<file path="src/rtl/cpup_pkg.sv">
// Shared types and constants for the CPUP fetch/execute sequencer.
// INSTR_SEQ_IRQ_EN adds the IRQ state to the sequencer state set.
package cpup_pkg;

    typedef enum logic [2:0] {
        S_IDLE,
        S_FETCH,
        S_EXEC,
        S_HALTED,
        S_FAULT
`ifdef INSTR_SEQ_IRQ_EN
        ,
        S_IRQ
`endif
    } seq_state_t;

    localparam logic [15:0] IRQ_OP_DEF  = 16'hF000;
    localparam int          MC_DONE_BIT = 22;

endpackage

</file>
<file path="src/rtl/fetch_timeout_counter.sv">
// Counts unacknowledged fetch-request cycles; expired flags the
// WAIT_MAX-th such cycle so the sequencer can fault on the same edge.
module fetch_timeout_counter #(
    parameter int WAIT_MAX = 15
) (
    input  logic clock,
    input  logic reset_n,
    input  logic clear,
    input  logic enable,
    output logic expired
);

    localparam logic [7:0] LAST = 8'(WAIT_MAX - 1);

    logic [7:0] count;

    always_ff @(posedge clock or negedge reset_n) begin
        if (!reset_n) begin
            count <= 8'd0;
        end else if (clear) begin
            count <= 8'd0;
        end else if (enable) begin
            count <= count + 8'd1;
        end
    end

    assign expired = enable && (count == LAST);

endmodule

</file>
<file path="src/rtl/instr_sequencer.sv">
// CPUP fetch/execute controller: fetch, IR load, microcode restart.
// Define INSTR_SEQ_IRQ_EN to build in interrupt entry.
module instr_sequencer
    import cpup_pkg::*;
#(
    parameter int            IW       = 16,
    parameter int            AW       = 16,
    parameter int            WAIT_MAX = 15,
    parameter logic [IW-1:0] IRQ_OP   = IRQ_OP_DEF
) (
    input  logic          clock,
    input  logic          reset_n,
    input  logic [AW-1:0] pc,
    output logic          mem_req,
    output logic [AW-1:0] mem_addr,
    input  logic          mem_ack,
    input  logic [IW-1:0] mem_rdata,
    output logic [IW-1:0] instruction,
    output logic          ir_valid,
    output logic          mc_restart,
    input  logic          mc_done,
    output logic          pc_inc,
    input  logic          halt,
    output logic          halted,
    output logic          fault,
    input  logic          irq_req,
    output logic          irq_ack
);

    seq_state_t    state, state_n;
    logic [IW-1:0] instruction_n;
    logic [AW-1:0] mem_addr_n;
    logic          mem_req_n, ir_valid_n;
    logic          mc_restart_n, pc_inc_n;
    logic          halted_n, fault_n, irq_ack_n;
    logic          start_fetch, tmo_clear;
    logic          tmo_enable, tmo_expired;

`ifdef INSTR_SEQ_IRQ_EN
    logic irq_take;
    // The handler's own opcode blocks re-entry (no nesting).
    assign irq_take = irq_req && (instruction != IRQ_OP);
`else
    logic unused_irq;
    assign unused_irq = irq_req | (^IRQ_OP);
`endif

    assign tmo_enable = (state == S_FETCH) && !mem_ack;

    fetch_timeout_counter #(
        .WAIT_MAX (WAIT_MAX)
    ) u_tmo (
        .clock   (clock),
        .reset_n (reset_n),
        .clear   (tmo_clear),
        .enable  (tmo_enable),
        .expired (tmo_expired)
    );

    always_ff @(posedge clock or negedge reset_n) begin
        if (!reset_n) begin
            state       <= S_IDLE;
            instruction <= '0;
            mem_addr    <= '0;
            mem_req     <= 1'b0;
            ir_valid    <= 1'b0;
            mc_restart  <= 1'b0;
            pc_inc      <= 1'b0;
            halted      <= 1'b0;
            fault       <= 1'b0;
            irq_ack     <= 1'b0;
        end else begin
            state       <= state_n;
            instruction <= instruction_n;
            mem_addr    <= mem_addr_n;
            mem_req     <= mem_req_n;
            ir_valid    <= ir_valid_n;
            mc_restart  <= mc_restart_n;
            pc_inc      <= pc_inc_n;
            halted      <= halted_n;
            fault       <= fault_n;
            irq_ack     <= irq_ack_n;
        end
    end

    always_comb begin
        state_n       = state;
        instruction_n = instruction;
        mem_addr_n    = mem_addr;
        mem_req_n     = mem_req;
        ir_valid_n    = ir_valid;
        mc_restart_n  = 1'b0;
        pc_inc_n      = 1'b0;
        halted_n      = halted;
        fault_n       = fault;
        irq_ack_n     = 1'b0;
        start_fetch   = 1'b0;
        tmo_clear     = 1'b0;

        unique case (state)
            S_IDLE: begin
                if (halt) begin
                    state_n  = S_HALTED;
                    halted_n = 1'b1;
                end else begin
                    start_fetch = 1'b1;
                end
            end
            S_FETCH: begin
                // Ack on the expiring cycle still completes the fetch.
                if (mem_ack) begin
                    instruction_n = mem_rdata;
                    ir_valid_n    = 1'b1;
                    pc_inc_n      = 1'b1;
                    mc_restart_n  = 1'b1;
                    mem_req_n     = 1'b0;
                    state_n       = S_EXEC;
                end else if (tmo_expired) begin
                    mem_req_n = 1'b0;
                    fault_n   = 1'b1;
                    state_n   = S_FAULT;
                end
            end
            S_EXEC: begin
                // mc_done is stale while the index is being cleared.
                if (mc_done && !mc_restart) begin
                    ir_valid_n = 1'b0;
                    if (halt) begin
                        state_n  = S_HALTED;
                        halted_n = 1'b1;
                    end
`ifdef INSTR_SEQ_IRQ_EN
                    else if (irq_take) begin
                        state_n = S_IRQ;
                    end
`endif
                    else begin
                        start_fetch = 1'b1;
                    end
                end
            end
            S_HALTED: begin
                if (!halt) begin
                    halted_n    = 1'b0;
                    start_fetch = 1'b1;
                end
            end
            S_FAULT: begin
                state_n = S_FAULT;
            end
`ifdef INSTR_SEQ_IRQ_EN
            S_IRQ: begin
                instruction_n = IRQ_OP;
                ir_valid_n    = 1'b1;
                irq_ack_n     = 1'b1;
                mc_restart_n  = 1'b1;
                state_n       = S_EXEC;
            end
`endif
            default: begin
                state_n = S_IDLE;
            end
        endcase

        if (start_fetch) begin
            state_n    = S_FETCH;
            mem_addr_n = pc;
            mem_req_n  = 1'b1;
            tmo_clear  = 1'b1;
        end
    end

endmodule
</file>
<file path="config.mk">
export PLATFORM = sky130hd
export DESIGN_NAME = instr_sequencer
export DESIGN_NICKNAME = d
export VERILOG_FILES = /design/src/rtl/cpup_pkg.sv /design/src/rtl/fetch_timeout_counter.sv /design/src/rtl/instr_sequencer.sv
export SDC_FILE = /design/constraint.sdc
export NUM_CORES = 1
export LEC_CHECK = 0
export CORE_AREA = 8 8 72 86
export DETAILED_ROUTE_END_ITERATION = 10
export DIE_AREA = 0 0 80 94
export GPL_TIMING_DRIVEN = 0
export PLACE_DENSITY = 0.77
export SETUP_SLACK_MARGIN = 0.5
export SLEW_MARGIN = 20
export SYNTH_ARGS = -nofsm -noshare
export SYNTH_HDL_FRONTEND = slang
export SYNTH_SLANG_ARGS = --single-unit
</file>
<file path="constraint.sdc">
create_clock -name clock -period 2 [get_ports clock]
set_input_delay 0.2 -clock clock [delete_from_list [all_inputs] [get_ports clock]]
set_output_delay 0.2 -clock clock [all_outputs]
set_load 0.1 [all_outputs]
</file>
== Word-level counts from Yosys, hierarchy flattened ==
Cells that the tools add are included.
Storage, ports and cells
  bits in latches: 0
  ROM bits: 0
  register bits: 48
  memories: 0
  logic and storage cells: 65
  memory bits (writable): 0
  input port bits: 38
Cells by class
  equal/unequal tests: 11
  add/subtract/negate cells: 1
  divide/modulo/power cells: 0
  $lt $le $gt $ge: 0
  muxes and demuxes: 25
  shift-type cells: 0
  bitwise logic cells: 1
  reductions and logical operators: 18
  multipliers: 0
Operators with widths (number)
  8-bit two-way mux: 2
  3-bit two-way mux: 5
  3-bit case mux with 5 select lines: 1
  1-bit two-way mux: 14
  3-bit AND reduction: 4
  8-bit by 1-bit adder with 8-bit output (second input constant): 1
  8-bit by 4-bit == test with 1-bit output (second input constant): 1
  2-bit inequality test (second input constant): 4
  3-bit by 2-bit == test with 1-bit output (second input constant): 2
  2-bit nonzero test: 3
  3-bit nonzero test: 2
  4-bit inequality test (second input constant): 1
  1-bit case mux with 2 select lines: 2
  2-bit AND reduction: 2
  3-bit by 1-bit == test with 1-bit output (second input constant): 1
  3-bit == test (second input constant): 1
  1-bit logical AND: 3
  3-bit zero test: 1
  3-bit inequality test (second input constant): 1
  1-bit case mux with 3 select lines: 1
  1-bit zero test: 2
  2-bit OR reduction: 1
  1-bit inverter: 1

== Depth between registers and ports, before layout ==
Gate-level depths: netlist (run 1).
  word-level depth: 7
  mapped depth: 7
  mapped depth without buffers: 6

== By module ==
From an unflattened synthesis (run 1), not the netlist that was laid out.
Unflattened totals
  cells, all modules: 151
  area total of the unflattened synthesis: 2035.7 um^2
Modules (own cells, without submodules)
  instr_sequencer: area an instance 1625.3 um^2, cells each 110, instances 1
  fetch_timeout_counter: area an instance 410.4 um^2, cells each 41, instances 1

== Worst setup path before layout (run 1) ==
Ideal clock, no wire load.
  kind: register -> register
  start: reg pc_inc (netlist name)
  end: reg mem_addr[0]
  cell stages (with the launch flop): 6
  setup time: 0.125 ns
  arrival: 2.091 ns
  clock period less this slack: 2.216 ns
  setup slack: -0.216 ns
  path through: dfrtp_1 nand2b_4 and3b_1 nor4_4 buf_4 mux2_2
RTL lines
  to (signal assigned): RTL line instr_sequencer.sv:75  | mem_addr <= mem_addr_n;
  to (decl): RTL line instr_sequencer.sv:15  | output logic [AW-1:0] mem_addr,

==> results.md, run 1 <==
* Status: completed
* GR Layer Usage met2 at ~28%
* Mapped Nets at 193
* Core region area at between 0.004 and 0.005 mm2
* Ant diodes at 0
* Die Width at ~80 um
* Worst reg2reg endpoint: mem_addr[6]$_DFFE_PN0P_
* Initial antenna violation count at 0
* Detailed router's first-iteration violation count at 48
* CTS Sinks at 48
* Count of H-tree levels built during CTS at 2
* Critical-path maximum fanout at 5
* Fin Clk Skew at 0.0104 ns
* Critical Path Sink Type: flip-flop
* Largest net degree at the start of global routing at 29
* Period utilisation layout at 86.3%
* Fillcell total at 322
* Nets at 300
* Number of top-level pins at 77
* Post-Synthesis Cells at approximately 150
* Met3 capacity usage during global routing at under 10%
* Mean post-synth cell area at 13.5 um2
* Most common library cell in the layout ignoring fill and taps: sky130_fd_sc_hd__dfrtp_1
* Gate family responsible for the most delay along the worst path: simple AND/OR/NAND/NOR gates
* Slew @ Worst Pin at 0.576 ns
* Headroom to the max-slew limit at between 60% and 70%
* Synthesized flop and latch total at 48
* Beginning of the worst register-to-register path: pc_inc$_DFF_PN0_
* Met1 Track Usage GR at 17.0%
* Vertical die dimension at ~94 um
* Number of logic stages on the critical path including buffering at 6
* 1st-pass router iterations at 4
* Site row count at 28
* Total wirelength of the detailed-routed design at 5940 um
* Min-delay worst type: input port to async pin
* Clock tree from TritonCTS: done
* Critical Path Max Stage Delay at 0.48 ns
* Die footprint at 0.00752 mm2
* Estimated wirelength of the detail-placed design at approximately 3600 um
* Final Hold Fails at 0
* Instance area after placement at 0.00294 mm2
* Post-synthesis instance area at 0.00206 mm2
* Maximum operating frequency at 579 MHz
* Layout area overhead at 71.2%
* Worst path most repeated cell: sky130_fd_sc_hd__buf_6
* Via density per instance at 5.03
* Minimum period implied by the final worst setup slack at between 1.5 and 2 ns
* Insertion delay of the later-clocked pin in the worst-skew pair at 0.30 ns
* Buffer and inverter count on the worst path at 2
* Sequential area share after synthesis at between 50% and 60%
* Number of synthesized flops with an enable pin at 0
* Busiest metal layer after global routing: met2
* DRT antenna net count at 0
* Starting Density at between 40% and 50%
* Critical Path AT at around 1.9 ns
* Slew Viols, Final at 0
* Number of design rule violations left after detail routing at 0
* Vias in the first global route at roughly 1,800
* Reported max-cap violation count at 0
* Total global-route track usage at 15.3%
* Vias at about 1,600
* Top library cells by usage in the layout, fill and taps aside: sky130_fd_sc_hd__dfrtp_1, sky130_fd_sc_hd__clkdlybuf4s15_2, sky130_fd_sc_hd__clkdlybuf4s50_1
* Worst path required time at 2.18 ns
* Number of input and output port buffers inserted at between 70 and 80
* Worst setup path category: flip-flop to flip-flop
* Startpoint types: flip-flop
* Setup repair after global routing missed its margin: true
* Netlist cell types at 33
* Async set or reset register ratio after synthesis at 100%
* R2r worst-path depth at 6
* Multi-input logic area at 951 um2
* Commonest register cell after synthesis: sky130_fd_sc_hd__dfrtp_1
* Critical-path cell list: nand2b_4, and3b_2, nor4_4, buf_6, buf_6, mux2_4
* Register cell area after layout at 0.00120 mm2
* Critical-path top delay cell: sky130_fd_sc_hd__dfrtp_4
* Post-route standard cell area excluding fillers at 0.00353 mm2
* Worst setup path end: mem_addr[6]$_DFFE_PN0P_
* Global placer's final weighted congestion at 0.727
* Share of post-route cells with drive strength above 1 at approximately half
* Clock-pin slew on the worst setup and hold paths at 0.08 ns
* Number of warnings printed during yosys synthesis at 0
* CTS Root Cell: sky130_fd_sc_hd__clkbuf_8
* Final global-route overflow total at 0
* Number of clock buffers inserted by TritonCTS at 5
* Wire length of the first global-routing pass at 9030 um
* Reg-to-reg setup timing slack at 0.27 ns
* Buffer depth of the longest clock path at 2
* Final Setup Violations at 0
* Detail-routed net length per standard cell at 18.6 um
* Critical Path Source: pc_inc$_DFF_PN0_
-- worst min-delay path by stage --
stage | start | end
after floorplan | reset_n | fault$_DFFE_PN0P_
after global placement | fault$_DFFE_PN0P_ | fault$_DFFE_PN0P_
after detailed placement | reset_n | instruction[11]$_DFFE_PN0N_
after CTS | reset_n | instruction[11]$_DFFE_PN0N_
after global routing | reset_n | instruction[13]$_DFFE_PN0N_
final | reset_n | instruction[11]$_DFFE_PN0N_
-- registers in the layout, summed over array words and instances (netlist names) --
name and count:
halted 1, mem_req 1, u_tmo.count 8, ir_valid 1
mem_addr 16, fault 1, instruction 16, pc_inc 1
state 3
-- per-stage QoR --
step	util [%]	instances	setup slack [ns]	TNS [ns]	hold slack (ns)
2_1_floorplan	-	153	0.00757	0	-0.0956
3_3_place_gp	60.5	287	-1.01	-35.57	0.450
3_5_place_dp	60.8	288	-0.201	-2.14	0.198
4_1_cts	69.1	311	0.215	0	0.410
5_1_grt	73.0	320	0.222	0	0.460
6_report	73.0	320	0.274	0	0.415
-- cell type report --
class	instances	share of cell area [%]
multi-input cells	93	27.0
inverters	3	0.319
clock buffers	7	2.73
plain buffers	9	3.12
flip-flops and latches	48	34.2
repair buffers	100	30.6
well taps	60	2.13
-- worst register-to-register path, stage by stage (launching register included) --
cell and delay (ns):
sky130_fd_sc_hd__dfrtp_4 0.48, sky130_fd_sc_hd__nand2b_4 0.14, sky130_fd_sc_hd__and3b_2 0.22, sky130_fd_sc_hd__nor4_4 0.15, sky130_fd_sc_hd__buf_6 0.19, sky130_fd_sc_hd__buf_6 0.14
sky130_fd_sc_hd__mux2_4 0.30
-- cells in the mapped netlist (all sizes together) (2+ instances only) --
library cell  instances  share of area (%)
inv                   3               0.55
mux2                 32                 17
buf                   9                3.3
dfrtp                48                 58
o21ai                 7                1.7
a21oi                 4               0.97
nor2b                 2               0.97
nand3                 3               0.73
nor2                  9                1.6
ha                    2                1.2
nand2b                5                1.9
and2                  2               0.61
nor4                  2                1.3
xor2                  6                2.6
nand4                 2               0.61
nand2                 5               0.91
-- cell families (layout without fill, tap and decap cells) --
group                      Yosys count  in the layout  synth area share (%)
AOI/OAI and AO/OA                   13             13                  3.34
xor gates and xnor gates             7              7                  2.98
DFF                                 48             48                  58.3
muxes                               33             33                  18.0
buffers and inverters               12            119                  3.89
and+or+nand+nor                     37             37                  12.1
other                                1              1                 0.182
adders and majority gates            2              2                  1.21
-- per-layer routing --
layer	routed length [um]	share of wire, %
met5	0	0
met4	121	2.0
met3	278	4.7
met2	3320	56
met1	2230	37
-- what timing repair did --
action                     4_1_cts  5_1_grt
setup endpoints to repair       82       45
gates cloned                     2        2
setup buffers                   13        7
resized for setup              147       34
pin swaps                        6        9
hold endpoints to repair        20        0
hold buffers                     1        0
Power of run 1 is not shown: default switching activity piles up to over one toggle a cycle in this logic, so the estimate is an artifact.
==> inputs of run 2 (changes only) <==
--- a/config.mk
+++ b/config.mk
@@ -8,7 +8,6 @@
 export CORE_AREA = 8 8 72 86
 export DETAILED_ROUTE_END_ITERATION = 10
 export DIE_AREA = 0 0 80 94
-export GPL_TIMING_DRIVEN = 0
 export PLACE_DENSITY = 0.77
 export SETUP_SLACK_MARGIN = 0.5
 export SLEW_MARGIN = 20
==> run 2 against run 1 <==
  * Register-to-register slack worse by 0.08 ns
  * Global-route usage is 1.0 points lower
  * Routed wire length is 2.9% lower
  * Sequential share of layout area is 2.6 points higher
  * Critical path type unchanged
  * Die area stayed put
  * Clock skew is 0.0059 ns lower
  * First-iteration DRC count is 33% higher
  * Hold slack worse by 0.013 ns
  * Utilization is 4.9 points lower
  * Critical path depth stayed put
  * Sequential cell count stayed put
==> results.md, run 2 (synthesized netlist as in run 1, its figures left out) <==
* Worst setup path category: flip-flop to flip-flop
* Buffer depth of the longest clock path at 2
* DRT antenna net count at 0
* Worst reg2reg endpoint: mem_addr[8]$_DFFE_PN0P_
* Final global-route overflow total at 0
* Fillcell total at 352
* Site row count at 28
* Core region area at 0.00483 mm2
* Ant diodes at 0
* Clock tree from TritonCTS: done
* Starting Density at 42.6%
* Startpoint types: flip-flop
* Insertion delay of the later-clocked pin in the worst-skew pair at 0.30 ns
* Final Hold Fails at 0
* R2r worst-path depth at 6
* Status: completed
* Die footprint at roughly 0.0075 mm2
* Setup repair after global routing missed its margin: true
* Critical Path AT at 2.00 ns
* Critical Path Max Stage Delay at 0.48 ns
* Reg-to-reg setup timing slack at 0.19 ns
* Detailed router's first-iteration violation count at 64
* Regs by FF count: instruction: 16 flops, mem_addr: 16 flops, u_tmo.count: 8 flops
* Final Setup Violations at 0
* Number of input and output port buffers inserted at 74
* Critical-path top delay cell: sky130_fd_sc_hd__dfrtp_4
* Share of post-route cells with drive strength above 1 at 46.2%
* Period utilisation layout at 90.5%
* Initial antenna violation count at 0
* Global placer's final weighted congestion at 0.766
* Via density per instance at approximately 5
* Cell count after placement at 283
* Min-delay worst type: input port to async pin
* Total wirelength of the detailed-routed design at 5770 um
* Vertical die dimension at 94 um
* Number of design rule violations left after detail routing at 0
* CTS Root Cell: sky130_fd_sc_hd__clkbuf_8
* Headroom to the max-slew limit at ~64%
* Accumulated negative setup slack at 0 ns
* Vias at 1,581
* Clock-pin slew on the worst setup and hold paths at 0.09 ns
* Post-Layout Cell Count at between 300 and 400
* Total global-route track usage at about 14%
* Detail-routed net length per standard cell at 18.4 um
* Reported max-cap violation count at 0
* Beginning of the worst register-to-register path: pc_inc$_DFF_PN0_
* CTS Sinks at 48
* Wire length of the first global-routing pass at 8380 um
* Count of H-tree levels built during CTS at 2
* Largest net degree at the start of global routing at 26
* Worst path required time at 2.19 ns
* Vias in the first global route at 1,702
* Slew Viols, Final at 0
* Maximum operating frequency at ~550 MHz
* Number of clock buffers inserted by TritonCTS at 5
* Slew @ Worst Pin at 0.535 ns
* 1st-pass router iterations at 4
* Most common library cell in the layout ignoring fill and taps: sky130_fd_sc_hd__buf_4
* Number of top-level pins at 77
* Critical-path maximum fanout at 10
* Critical Path Sink Type: flip-flop
* Critical-path cell list: nand2b_4, and3b_2, nor4_4, buf_6, clkbuf_16, mux2_2
* Top library cells by usage in the layout, fill and taps aside: sky130_fd_sc_hd__buf_4, sky130_fd_sc_hd__dfrtp_1, sky130_fd_sc_hd__clkdlybuf4s50_1
* Estimated wirelength of the detail-placed design at 3480 um
* Utilization after layout at 68.0%
* Nets at 292
* Fin Clk Skew at 0.00449 ns
* Die Width at around 80 um
* Layout area overhead at 59.6%
* Minimum period implied by the final worst setup slack at 1.81 ns
## run 2: cell count changes in the layout (fill, tap and decap cells not counted), moves of 3 or more
cell / delta
sky130_fd_sc_hd__buf_6: -7
sky130_fd_sc_hd__nor2_4: -3
sky130_fd_sc_hd__nor2_1: +5
sky130_fd_sc_hd__buf_8: -4
sky130_fd_sc_hd__clkdlybuf4s15_2: -36
sky130_fd_sc_hd__dfrtp_2: +3
sky130_fd_sc_hd__dfrtp_1: -3
sky130_fd_sc_hd__buf_4: +39
## run 2: worst max path at each step
stage	start	to	slack, ns	depth (start not counted)
2_1_floorplan	pc_inc$_DFF_PN0_	mem_addr[0]$_DFFE_PN0P_	0.008	5
3_3_place_gp	mc_done	mem_addr[2]$_DFFE_PN0P_	0.14	6
5_1_grt	pc_inc$_DFF_PN0_	mem_addr[12]$_DFFE_PN0P_	0.15	6
3_5_place_dp	mc_done	mem_addr[13]$_DFFE_PN0P_	0.11	6
4_1_cts	pc_inc$_DFF_PN0_	mem_addr[13]$_DFFE_PN0P_	0.25	5
6_report	pc_inc$_DFF_PN0_	mem_addr[8]$_DFFE_PN0P_	0.19	6
## run 2: worst max-delay path, delay by kind of cell (launching register included)
kind                   cells  cell delay, ns
flip-flops                 1            0.48
AND/OR/NAND/NOR            3            0.54
buffers and inverters      2            0.34
multiplexers               1            0.33
## run 2: metrics by stage
step                      cell area, um2  hold WS (ns)  worst slack (ns)
after floorplan                     2110       -0.0956           0.00757
after global placement              2810         0.211             0.142
after detailed placement            2810         0.208             0.112
after CTS                           3090         0.413             0.254
after global routing                3290         0.460             0.147
final                               3290         0.401             0.191
## run 2: cell type report
| type | instances | area, um2 | share of cell area (%) |
|---|---|---|---|
| repair buffers | 101 | 965 | 29.3 |
| clock inverters | 1 | 30.0 | 0.913 |
| multi-input cells | 93 | 902 | 27.4 |
| inverters | 3 | 11.3 | 0.342 |
| well taps | 60 | 75.1 | 2.28 |
| flip-flops and latches | 48 | 1210 | 36.8 |
| clock buffers | 7 | 96.3 | 2.93 |
## run 2: layer usage
layer / part of all wire [%] / GRT usage, %
met5: 0 / 0
met4: 2.4 / 7.45
met3: 4.7 / 3.45
met2: 54 / 24.4
met1: 39 / 15.9
## run 2: what timing repair did
item | CTS | global route
setup buffers | 7 | 9
gates cloned | 2 | 3
gates resized for setup | 13 | 23
hold endpoints to repair | 22 | 0
hold buffers | 1 | 0
pin swaps | 0 | 1
setup endpoints to repair | 33 | 42
Power of run 2 is left out for the same reason.
==> inputs of run 3 (changes only) <==
==> constraint.sdc (replaced) <==
create_clock -name clock -period 1.9 [get_ports clock]
set_input_delay 0.19 -clock clock [delete_from_list [all_inputs] [get_ports clock]]
set_output_delay 0.19 -clock clock [all_outputs]
set_load 0.1 [all_outputs]
==> run 3 against run 2 <==
  * Cell count decreased by 0.32%
  * Utilization is 0.44 points higher
  * Hold slack improved by 0.0053 ns
  * Global-route usage down 0.40 points
  * Sequential share of layout area decreased by 0.24 points
  * Critical endpoint is now mem_addr[14]$_DFFE_PN0P_
  * Cell area rose by 0.65%
  * Die area did not move
  * Count of clock-buffer cells in the layout is 1 lower
  * Non-clock buffer count is 1 lower
  * Sequential cell count did not move
  * Clock skew shrank 0.0023 ns
  * Highest routed layer unchanged
  * Critical path depth stayed put
==> results.md, run 3 (synthesized netlist as in run 1, its figures left out) <==
* Status: completed
* Most common library cell in the layout ignoring fill and taps: sky130_fd_sc_hd__buf_4
* Detailed router's first-iteration violation count at 33
* Final Hold Fails at 0
* Estimated wirelength of the detail-placed design at 3450 um
* Worst reg2reg endpoint: mem_addr[14]$_DFFE_PN0P_
* Number of clock buffers inserted by TritonCTS at 5
* Slew @ Worst Pin at 0.544 ns
* Site row count at 28
* CTS Root Cell: sky130_fd_sc_hd__clkbuf_8
* Startpoint types: flip-flop
* Regs by FF count: instruction: 16 flops, mem_addr: 16 flops, u_tmo.count: 8 flops
* Starting Density at 42.6%
* Reported max-cap violation count at 0
* Ant diodes at 0
* Number of design rule violations left after detail routing at 0
* Fin Clk Skew at between 0.002 and 0.0025 ns
* Die Width at 80 um
* Share of post-route cells with drive strength above 1 at roughly 50%
* Detail-routed net length per standard cell at 17.1 um
* Largest net degree at the start of global routing at 27
* Slew Viols, Final at 0
* Count of H-tree levels built during CTS at 2
* Clock tree from TritonCTS: done
* CTS Sinks at 48
* Insertion delay of the later-clocked pin in the worst-skew pair at just under 0.3 ns
* DRT antenna net count at 0
* Beginning of the worst register-to-register path: pc_inc$_DFF_PN0_
* Min-delay worst type: input port to async pin
* Top library cells by usage in the layout, fill and taps aside: sky130_fd_sc_hd__buf_4, sky130_fd_sc_hd__dfrtp_1, sky130_fd_sc_hd__clkdlybuf4s50_1
* Cell count after placement at about 280
* Post-Layout Cell Count at approximately 310
* Total global-route track usage at 13.9%
* R2r worst-path depth at 6
* Core region area at 0.00483 mm2
* Clock-pin slew on the worst setup and hold paths at roughly 0.08 ns
* Number of input and output port buffers inserted at 74
* Critical Path AT at 1.91 ns
* Number of top-level pins at 77
* Critical-path maximum fanout at 8
* Setup ws final at roughly 0.17 ns
* Total wirelength of the detailed-routed design at 5350 um
* Vertical die dimension at 94 um
* Vias in the first global route at 1,675
* Final global-route overflow total at 0
* Vias at about 1,500
* Nets at 291
* Global placer's final weighted congestion at around 0.8
* Die footprint at between 0.007 and 0.008 mm2
* Utilization after layout at 68.5%
* Via density per instance at 4.87
* Worst setup path category: flip-flop to flip-flop
* Minimum period implied by the final worst setup slack at 1.73 ns
* Setup repair after global routing missed its margin: true
* Headroom to the max-slew limit at 63.7%
* Reg-to-reg setup timing slack at 0.17 ns
* Worst path required time at around 2.1 ns
* Maximum operating frequency at 577 MHz
* Initial antenna violation count at 0
* Layout area overhead at 60.6%
* Buffer depth of the longest clock path at 2
* 1st-pass router iterations at 4
* Place WS at -0.0187 ns
* Wire length of the first global-routing pass at about 8000 um
* Fillcell total at 351
* Period utilisation layout at 91.3%
* Final Setup Violations at 0
* Critical Path Sink Type: flip-flop
## run 3: layout make-up
cell class	count	area, um2	area share, %
Timing Repair Buffer	100	997	30.1
Clock buffer	6	82.6	2.50
Tap cell	60	75.1	2.27
Inverter	3	11.3	0.340
Sequential cell	48	1210	36.5
Clock inverter	2	10.0	0.302
Multi-Input combinational cell	93	925	27.9
## run 3: through the flow
step / hold WS, ns / cell area [um2] / TNS (ns)
CTS: 0.421 / 3150 / 0
floorplan: -0.106 / 2140 / -0.996
global placement: 0.198 / 2850 / -0.000215
detailed placement: 0.217 / 2850 / -0.0187
global route: 0.452 / 3310 / 0
finish: 0.407 / 3310 / 0
## run 3: how the worst max path moves through the flow
stage	startpoint	to	slack, ns	cells past startpoint
2_1_floorplan	pc_inc$_DFF_PN0_	mem_addr[0]$_DFFE_PN0P_	-0.09	5
3_3_place_gp	mc_done	mem_addr[5]$_DFFE_PN0P_	-0.0002	6
3_5_place_dp	mc_done	mem_addr[5]$_DFFE_PN0P_	-0.02	6
4_1_cts	pc_inc$_DFF_PN0_	mem_addr[14]$_DFFE_PN0P_	0.14	6
5_1_grt	pc_inc$_DFF_PN0_	mem_addr[9]$_DFFE_PN0P_	0.13	6
6_report	pc_inc$_DFF_PN0_	mem_addr[14]$_DFFE_PN0P_	0.17	6
## run 3: routing by layer
layer	part of all wire, %	track usage [%]
met1	41	17.0
met2	51	21.9
met3	7.5	5.27
met4	0.75	4.41
met5	0	0
## run 3: repair_timing
action                                  CTS  global route
gates resized for setup                  22            22
buffers inserted                          7             9
hold buffers                              1             0
endpoints found under the hold margin    22             0
cloned                                    3             1
pin swaps                                 0             6
endpoints found under the setup margin   44            43
## run 3: worst max-delay path, stage by stage (launching register included)
cell,delay (ns)
sky130_fd_sc_hd__dfrtp_4,0.48
sky130_fd_sc_hd__nand2b_4,0.15
sky130_fd_sc_hd__and3b_2,0.22
sky130_fd_sc_hd__nor4_4,0.14
sky130_fd_sc_hd__buf_6,0.17
sky130_fd_sc_hd__buf_12,0.13
sky130_fd_sc_hd__mux2_2,0.33
Power of run 3 is left out for the same reason.
